===== src/rtl/mux_input_sequencer_pkg.sv =====
// mux_input_sequencer_pkg: shared state encoding and debounce default for the operand sequencer
package mux_input_sequencer_pkg;
    typedef logic state_t;
    localparam state_t ST_LOAD_A = 1'b0;
    localparam state_t ST_LOAD_B = 1'b1;
    localparam int DB_LIMIT_DEFAULT = 50000;
endpackage


===== src/rtl/btn_debounce.sv =====
// btn_debounce: 2-flop synchronizer plus stability counter, pulses once per debounced press
module btn_debounce
    import mux_input_sequencer_pkg::*;
#(
    parameter int DB_LIMIT = DB_LIMIT_DEFAULT,
    parameter int DB_CNT_W = 16
) (
    input  logic clk,
    input  logic rst,
    input  logic btn_raw,
    output logic btn_state,
    output logic press
);
    logic [1:0] sync;
    logic [DB_CNT_W-1:0] cnt;
    logic hit;
    // The DB_LIMIT-th consecutive differing sample accepts the new level
    assign hit = (sync[1] != btn_state) && (cnt == DB_CNT_W'(DB_LIMIT - 1));
    always_ff @(posedge clk or posedge rst) begin
        if (rst) begin
            sync      <= '0;
            cnt       <= '0;
            btn_state <= 1'b0;
            press     <= 1'b0;
        end else begin
            sync      <= {sync[0], btn_raw};
            cnt       <= (sync[1] == btn_state || hit) ? '0 : cnt + 1'b1;
            btn_state <= hit ? sync[1] : btn_state;
            press     <= hit & sync[1];
        end
    end
endmodule


===== src/rtl/mux_input_sequencer.sv =====
// mux_input_sequencer: debounced buttons load sw alternately into A/B and toggle Sel
module mux_input_sequencer
    import mux_input_sequencer_pkg::*;
#(
    parameter int DB_LIMIT = DB_LIMIT_DEFAULT,
    parameter int DB_CNT_W = 16
) (
    input  logic       clk,
    input  logic       rst,
    input  logic [3:0] sw,
    input  logic       btn_load,
    input  logic       btn_sel,
    output logic [3:0] A,
    output logic [3:0] B,
    output logic       Sel,
    output logic       a_valid,
    output logic       b_valid,
    output logic       next_is_b
);
    state_t state, state_nxt;
    logic [3:0] sw_q;
    logic load_press, sel_press, load_state, sel_state, load_go, sel_go;

    btn_debounce #(.DB_LIMIT(DB_LIMIT), .DB_CNT_W(DB_CNT_W)) u_db_load (
        .clk(clk), .rst(rst), .btn_raw(btn_load), .btn_state(load_state), .press(load_press)
    );
    btn_debounce #(.DB_LIMIT(DB_LIMIT), .DB_CNT_W(DB_CNT_W)) u_db_sel (
        .clk(clk), .rst(rst), .btn_raw(btn_sel), .btn_state(sel_state), .press(sel_press)
    );

    // A press is only honoured while the debounced level is high
    assign load_go = load_press & load_state;
    assign sel_go  = sel_press & sel_state;

    always_ff @(posedge clk or posedge rst) begin
        if (rst) state <= ST_LOAD_A;
        else     state <= state_nxt;
    end

    always_comb begin
        state_nxt = load_go ? ~state : state;
    end

    always_comb begin
        next_is_b = (state == ST_LOAD_B);
    end

    always_ff @(posedge clk or posedge rst) begin
        if (rst) begin
            sw_q    <= '0;
            A       <= '0;
            B       <= '0;
            Sel     <= 1'b0;
            a_valid <= 1'b0;
            b_valid <= 1'b0;
        end else begin
            sw_q    <= sw;
            A       <= (load_go && state == ST_LOAD_A) ? sw_q : A;
            B       <= (load_go && state == ST_LOAD_B) ? sw_q : B;
            a_valid <= a_valid | (load_go && state == ST_LOAD_A);
            b_valid <= b_valid | (load_go && state == ST_LOAD_B);
            Sel     <= Sel ^ sel_go;
        end
    end
endmodule

===== config.mk =====
export PLATFORM = sky130hd
export DESIGN_NAME = mux_input_sequencer
export DESIGN_NICKNAME = d
export VERILOG_FILES = /design/src/rtl/mux_input_sequencer_pkg.sv /design/src/rtl/btn_debounce.sv /design/src/rtl/mux_input_sequencer.sv
export SDC_FILE = /design/constraint.sdc
export NUM_CORES = 1
export LEC_CHECK = 0
export ABC_CLOCK_PERIOD_IN_PS = 1900
export CORE_MARGIN = 4
export CORE_UTILIZATION = 51
export CTS_BUF_LIST = sky130_fd_sc_hd__clkbuf_16
export DETAILED_ROUTE_END_ITERATION = 8
export GPL_TIMING_DRIVEN = 0
export PLACE_DENSITY = 0.74
export SLEW_MARGIN = 20
export SYNTH_ARGS = -nofsm -noshare
export SYNTH_HDL_FRONTEND = slang
export SYNTH_SLANG_ARGS = --single-unit

===== constraint.sdc =====
create_clock -name clk -period 1.9 [get_ports clk]
set_clock_uncertainty 0.15 [all_clocks]
set_input_delay 0.285 -clock clk [delete_from_list [all_inputs] [get_ports clk]]
set_output_delay 0.285 -clock clk [all_outputs]
set_load 0.03 [all_outputs]

==> flow_metrics.py, run 1 <==
metrics = {
    "status": {
        "outcome": "finished, violations left",
        "failed_checks": "negative setup slack",
    },
    "global_route": {
        "grt_first_pass_wirelength_um": 7320,
        "grt_busiest_layer": "met2",
        "maximum_number_of_pins_on_one_net_before_global_route_repair": 57,
        "global_route.usage.met2_pct": 25.0,
        "grt_antenna_before_repair": 0,
        "combined_global_route_utilization_of_all_metal_layers_pct": 15.8,
        "grt-ovfl-total": 0,
        "globalRouteMet1Util_pct": 20.6,
        "grt_pass1_vias": 1534,
        "grt.met3_usage_pct": 4.02,
    },
    "timing": {
        "holdWs_ps": 206,
        "final_period_minus_worst_setup_slack_ps": 1950,
        "timing.slew.headroom_pct": 56.7,
        "fin_ws_ps": -46.9,
        "max_clock_freq_mhz": 514,
        "report.final.hold_viol_count": 0,
        "drv_slew": 0,
        "finalSetupViolations": 1,
        "rsz0062_at_grt": "yes",
        "max_slew.worst_pin.slew_ps": 649,
        "totalNegativeSetupSlack_ps": -46.9,
        "min_period_over_period_pct": 102,
    },
    "clocking": {
        "ctsLongestPathBuffers": 2,
        "numCtsBuffers": 5,
        "cts.sink_count": 56,
        "tritoncts": "built",
        "cts_root_buf": "clkbuf_16",
        "clock_latency_late_sink_ps": 290,
        "path_clk_slew_ps": 70,
        "ctsHtreeMaxLevel": 2,
    },
    "power_and_ir_drop": {
        "netsw_uw": 478,
        "pwr-share-seq_pct": 55.5,
        "irDropWorstVdd_uv": 478,
        "p_leak_nw": 1.24,
        "internal_power_mw": 1.73,
        "power_frac_clock_pct": 40.7,
        "power_density_nw_per_um2": 763,
        "power.share.combinational_pct": 3.8,
        "netSwitchingFraction_pct": 21.6,
    },
    "logic_synthesis": {
        "synth-main-ff-cell": "dfrtp_1",
        "postSynthRegisterBits": 56,
        "synth_async_sr_flop_share_pct": 100,
        "synth_seq_area_share_pct": 58.9,
        "synthesis.instances": 207,
        "synthesis.area_per_instance_um2": 11.5,
        "mappedNetlistArea_um2": 2380,
        "synth_edf_count": 0,
        "postSynthNetCount": 217,
        "ys_warn_count": 0,
        "synth.lib_cells_used.distinct": 27,
    },
    "route": {
        "post_drt_via_cell_ratio": 5.32,
        "drt-total-wl_um": 4320,
        "drtPass1Iterations": 4,
        "num_vias": 1579,
        "drt_first_iter_violations": 119,
        "route.detailed.drc": 0,
        "remaining_antenna_violation_count_after_routing": 0,
        "wl_per_cell_um": 14.5,
    },
    "job": {
        "maxCapViolCount": 0,
    },
    "place": {
        "io_buffer_count": 19,
        "place_hpwl_um": 2670,
        "routabilityCongestion": 0.817,
    },
    "critical_path": {
        "critical_path.slowest_cell": "or4_4",
        "worst_setup_path_end_kind": "register",
        "data_arrival_at_the_endpoint_of_the_critical_path_ps": 1970,
        "crit_chain": "nor4_4 > nand3_2 > or4_4 > mux2_4",
        "r2r.worst_path.cells": 4,
        "path_max_fanout": 3,
        "reg2reg_to": "u_db_load.btn_state$_DFFE_PP0P_",
        "origin_of_the_worst_setup_path": "u_db_load.cnt[12]$_DFF_PP0_",
        "start_kind": "register",
        "criticalPathCategory": "register to register",
        "timing.critical_path.slowest_cell_delay_ps": 520,
        "r2r_setup_slack_ps": -50,
        "critPathCapture": "u_db_load.btn_state$_DFFE_PP0P_",
        "critPathRequiredTime_ps": 1930,
        "startpoint_of_the_worst_slack_reg_to_reg_timing_path": "u_db_load.cnt[12]$_DFF_PP0_",
    },
    "finish": {
        "num-nets-final": 254,
        "layout-drive-gt1-share_pct": 17.6,
        "antenna-diode-count": 0,
        "commonest_cells_after_routing_fill_and_taps_aside": "dfrtp_1, nor2_1, xnor2_1, clkdlybuf4s50_1, buf_4",
        "area_delta_synth_final_pct": 21.7,
        "most_common_library_cell_in_the_layout_ignoring_fill_and_taps": "dfrtp_1",
    },
    "worst_hold_path": {
        "min_delay_path_depth": 0,
        "worst_hold_path_type": "register to register",
    },
    "floorplan": {
        "standard_cell_rows": 24,
        "initial_utilization_pct": 53.5,
        "ios": 20,
        "die_w_um": 76.3,
        "design.die.area_um2": 5820,
        "core_area_um2": 4440,
        "die_h_um": 76.3,
    },
}
sequential cells by signal, indices dropped and copies added, names as in the netlist, 2 cells and up:
name,flops
u_db_load.sync,2
u_db_load.cnt,16
u_db_sel.cnt,16
sw_q,4
u_db_sel.sync,2
A,4
B,4
critical path, delay by kind of cell, from the launching register on:
| kind | cells | cell delay, ps |
|---|---|---|
| multiplexers | 1 | 310 |
| flip-flops | 1 | 430 |
| AND/OR/NAND/NOR | 3 | 950 |
power groups by stage:
stage	logic (mW)	clock network, mW	registers [mW]
floorplan	0.0445	0	1.25
global placement	0.0703	0	1.25
detailed placement	0.0730	0	1.25
CTS	0.0763	0.921	1.23
global route	0.0948	0.982	1.23
finish	0.0831	0.899	1.23
how the worst min path moves through the flow:
stage / to / slack, ps / start
after detailed placement: u_db_load.sync[1]$_DFF_PP0_ / 190 / u_db_load.sync[0]$_DFF_PP0_
after floorplan: sw_q[0]$_DFF_PP0_ / 170 / sw[0]
final: u_db_load.sync[1]$_DFF_PP0_ / 210 / u_db_load.sync[0]$_DFF_PP0_
after CTS: u_db_load.sync[1]$_DFF_PP0_ / 210 / u_db_load.sync[0]$_DFF_PP0_
after global routing: u_db_load.sync[1]$_DFF_PP0_ / 220 / u_db_load.sync[0]$_DFF_PP0_
after global placement: u_db_load.sync[1]$_DFF_PP0_ / 180 / u_db_load.sync[0]$_DFF_PP0_
metrics by stage:
step / total power [mW] / util [%] / cell area (µm²) / cells / worst slack, ps
after detailed placement: 1.32 / 59.3 / 2640 / 278 / -193
after global placement: 1.32 / 59.3 / 2630 / 278 / -861
final: 2.21 / 65.1 / 2900 / 297 / -46.9
after global routing: 2.31 / 65.1 / 2900 / 297 / -99.4
after floorplan: 1.29 / - / 2380 / 207 / -26.1
after CTS: 2.22 / 63.7 / 2830 / 290 / -35.5
cell families (layout without fill, tap and decap cells):
group | Yosys count | after routing | share of synthesized area (%)
buffers and inverters | 10 | 48 | 1.63
AND/OR/NAND/NOR | 97 | 97 | 20.9
XOR/XNOR | 31 | 31 | 11.4
adder cells (fa/ha/maj) | 2 | 2 | 1.05
AO/OA/AOI/OAI | 1 | 1 | 1.16
flip-flops | 56 | 56 | 58.9
multiplexers | 10 | 10 | 4.89
per-layer routing:
metal,vias up,wire [µm]
met5,-,0
met4,0,85
met3,6,164
met2,33,2180
met1,760,1890
li1,780,-
cell type report:
cell class                 count  area (µm²)
clock buffer                   5         125
sequential                    56        1400
multi-input combinational    141         962
buffer                         3        18.8
clock inverter                 3        18.8
timing repair buffer          30         273
fill                         349        1550
tap                           52        65.1
inverter                       7        28.8
synth_stat cells, types with 2 or more instances:
library cell | number | share of area, %
and3_1 | 2 | 0.53
clkbuf_1 | 2 | 0.32
dfrtp_1 | 56 | 59
ha_1 | 2 | 1.1
inv_1 | 7 | 1.1
mux2_2 | 9 | 4.3
nand2_1 | 11 | 1.7
nand2b_1 | 2 | 0.53
nand3_1 | 12 | 2.5
nand4_1 | 9 | 2.4
nor2_1 | 35 | 5.5
nor3_1 | 7 | 1.5
nor3b_1 | 2 | 0.63
nor4_1 | 8 | 2.1
nor4b_1 | 2 | 0.74
xnor2_1 | 24 | 8.8
xor2_1 | 7 | 2.6
repair_timing:
action | in CTS | in global routing
endpoints found under the setup margin | 22 | 22
hold buffers | 0 | 0
pin swaps | 2 | 4
gates resized for setup | 5 | 8
buffers inserted | 4 | 7
(Power assumes the default switching activity.)
==> inputs of run 2 (changes only) <==
--- a/config.mk
+++ b/config.mk
@@ -5,12 +5,12 @@
 export SDC_FILE = /design/constraint.sdc
 export NUM_CORES = 1
 export LEC_CHECK = 0
-export ABC_CLOCK_PERIOD_IN_PS = 1900
 export CORE_MARGIN = 4
 export CORE_UTILIZATION = 51
 export CTS_BUF_LIST = sky130_fd_sc_hd__clkbuf_16
 export DETAILED_ROUTE_END_ITERATION = 8
 export GPL_TIMING_DRIVEN = 0
+export HOLD_SLACK_MARGIN = 0.12
 export PLACE_DENSITY = 0.74
 export SLEW_MARGIN = 20
 export SYNTH_ARGS = -nofsm -noshare
==> results of run 2 <==
No change in the layout: final DEF, timing and power equal those of run 1.
==> inputs of run 3 (changes only) <==
--- a/config.mk
+++ b/config.mk
@@ -8,6 +8,7 @@
 export CORE_MARGIN = 4
 export CORE_UTILIZATION = 51
 export CTS_BUF_LIST = sky130_fd_sc_hd__clkbuf_16
+export CTS_CLUSTER_SIZE = 16
 export DETAILED_ROUTE_END_ITERATION = 8
 export GPL_TIMING_DRIVEN = 0
 export HOLD_SLACK_MARGIN = 0.12
==> constraint.sdc (replaced) <==
create_clock -name clk -period 1.9 [get_ports clk]
set_clock_uncertainty 0.15 [all_clocks]
set_input_delay 0.19 -clock clk [delete_from_list [all_inputs] [get_ports clk]]
set_output_delay 0.19 -clock clk [all_outputs]
set_load 0.03 [all_outputs]
==> results of run 3 <==
The final DEF is identical to that of run 1. Status: finished, violations left: negative setup slack.
Among the figures that moved: hold slack 206 ps -> 182 ps; end point of the worst hold path u_db_load.sync[1]$_DFF_PP0_ -> sw_q[3]$_DFF_PP0_
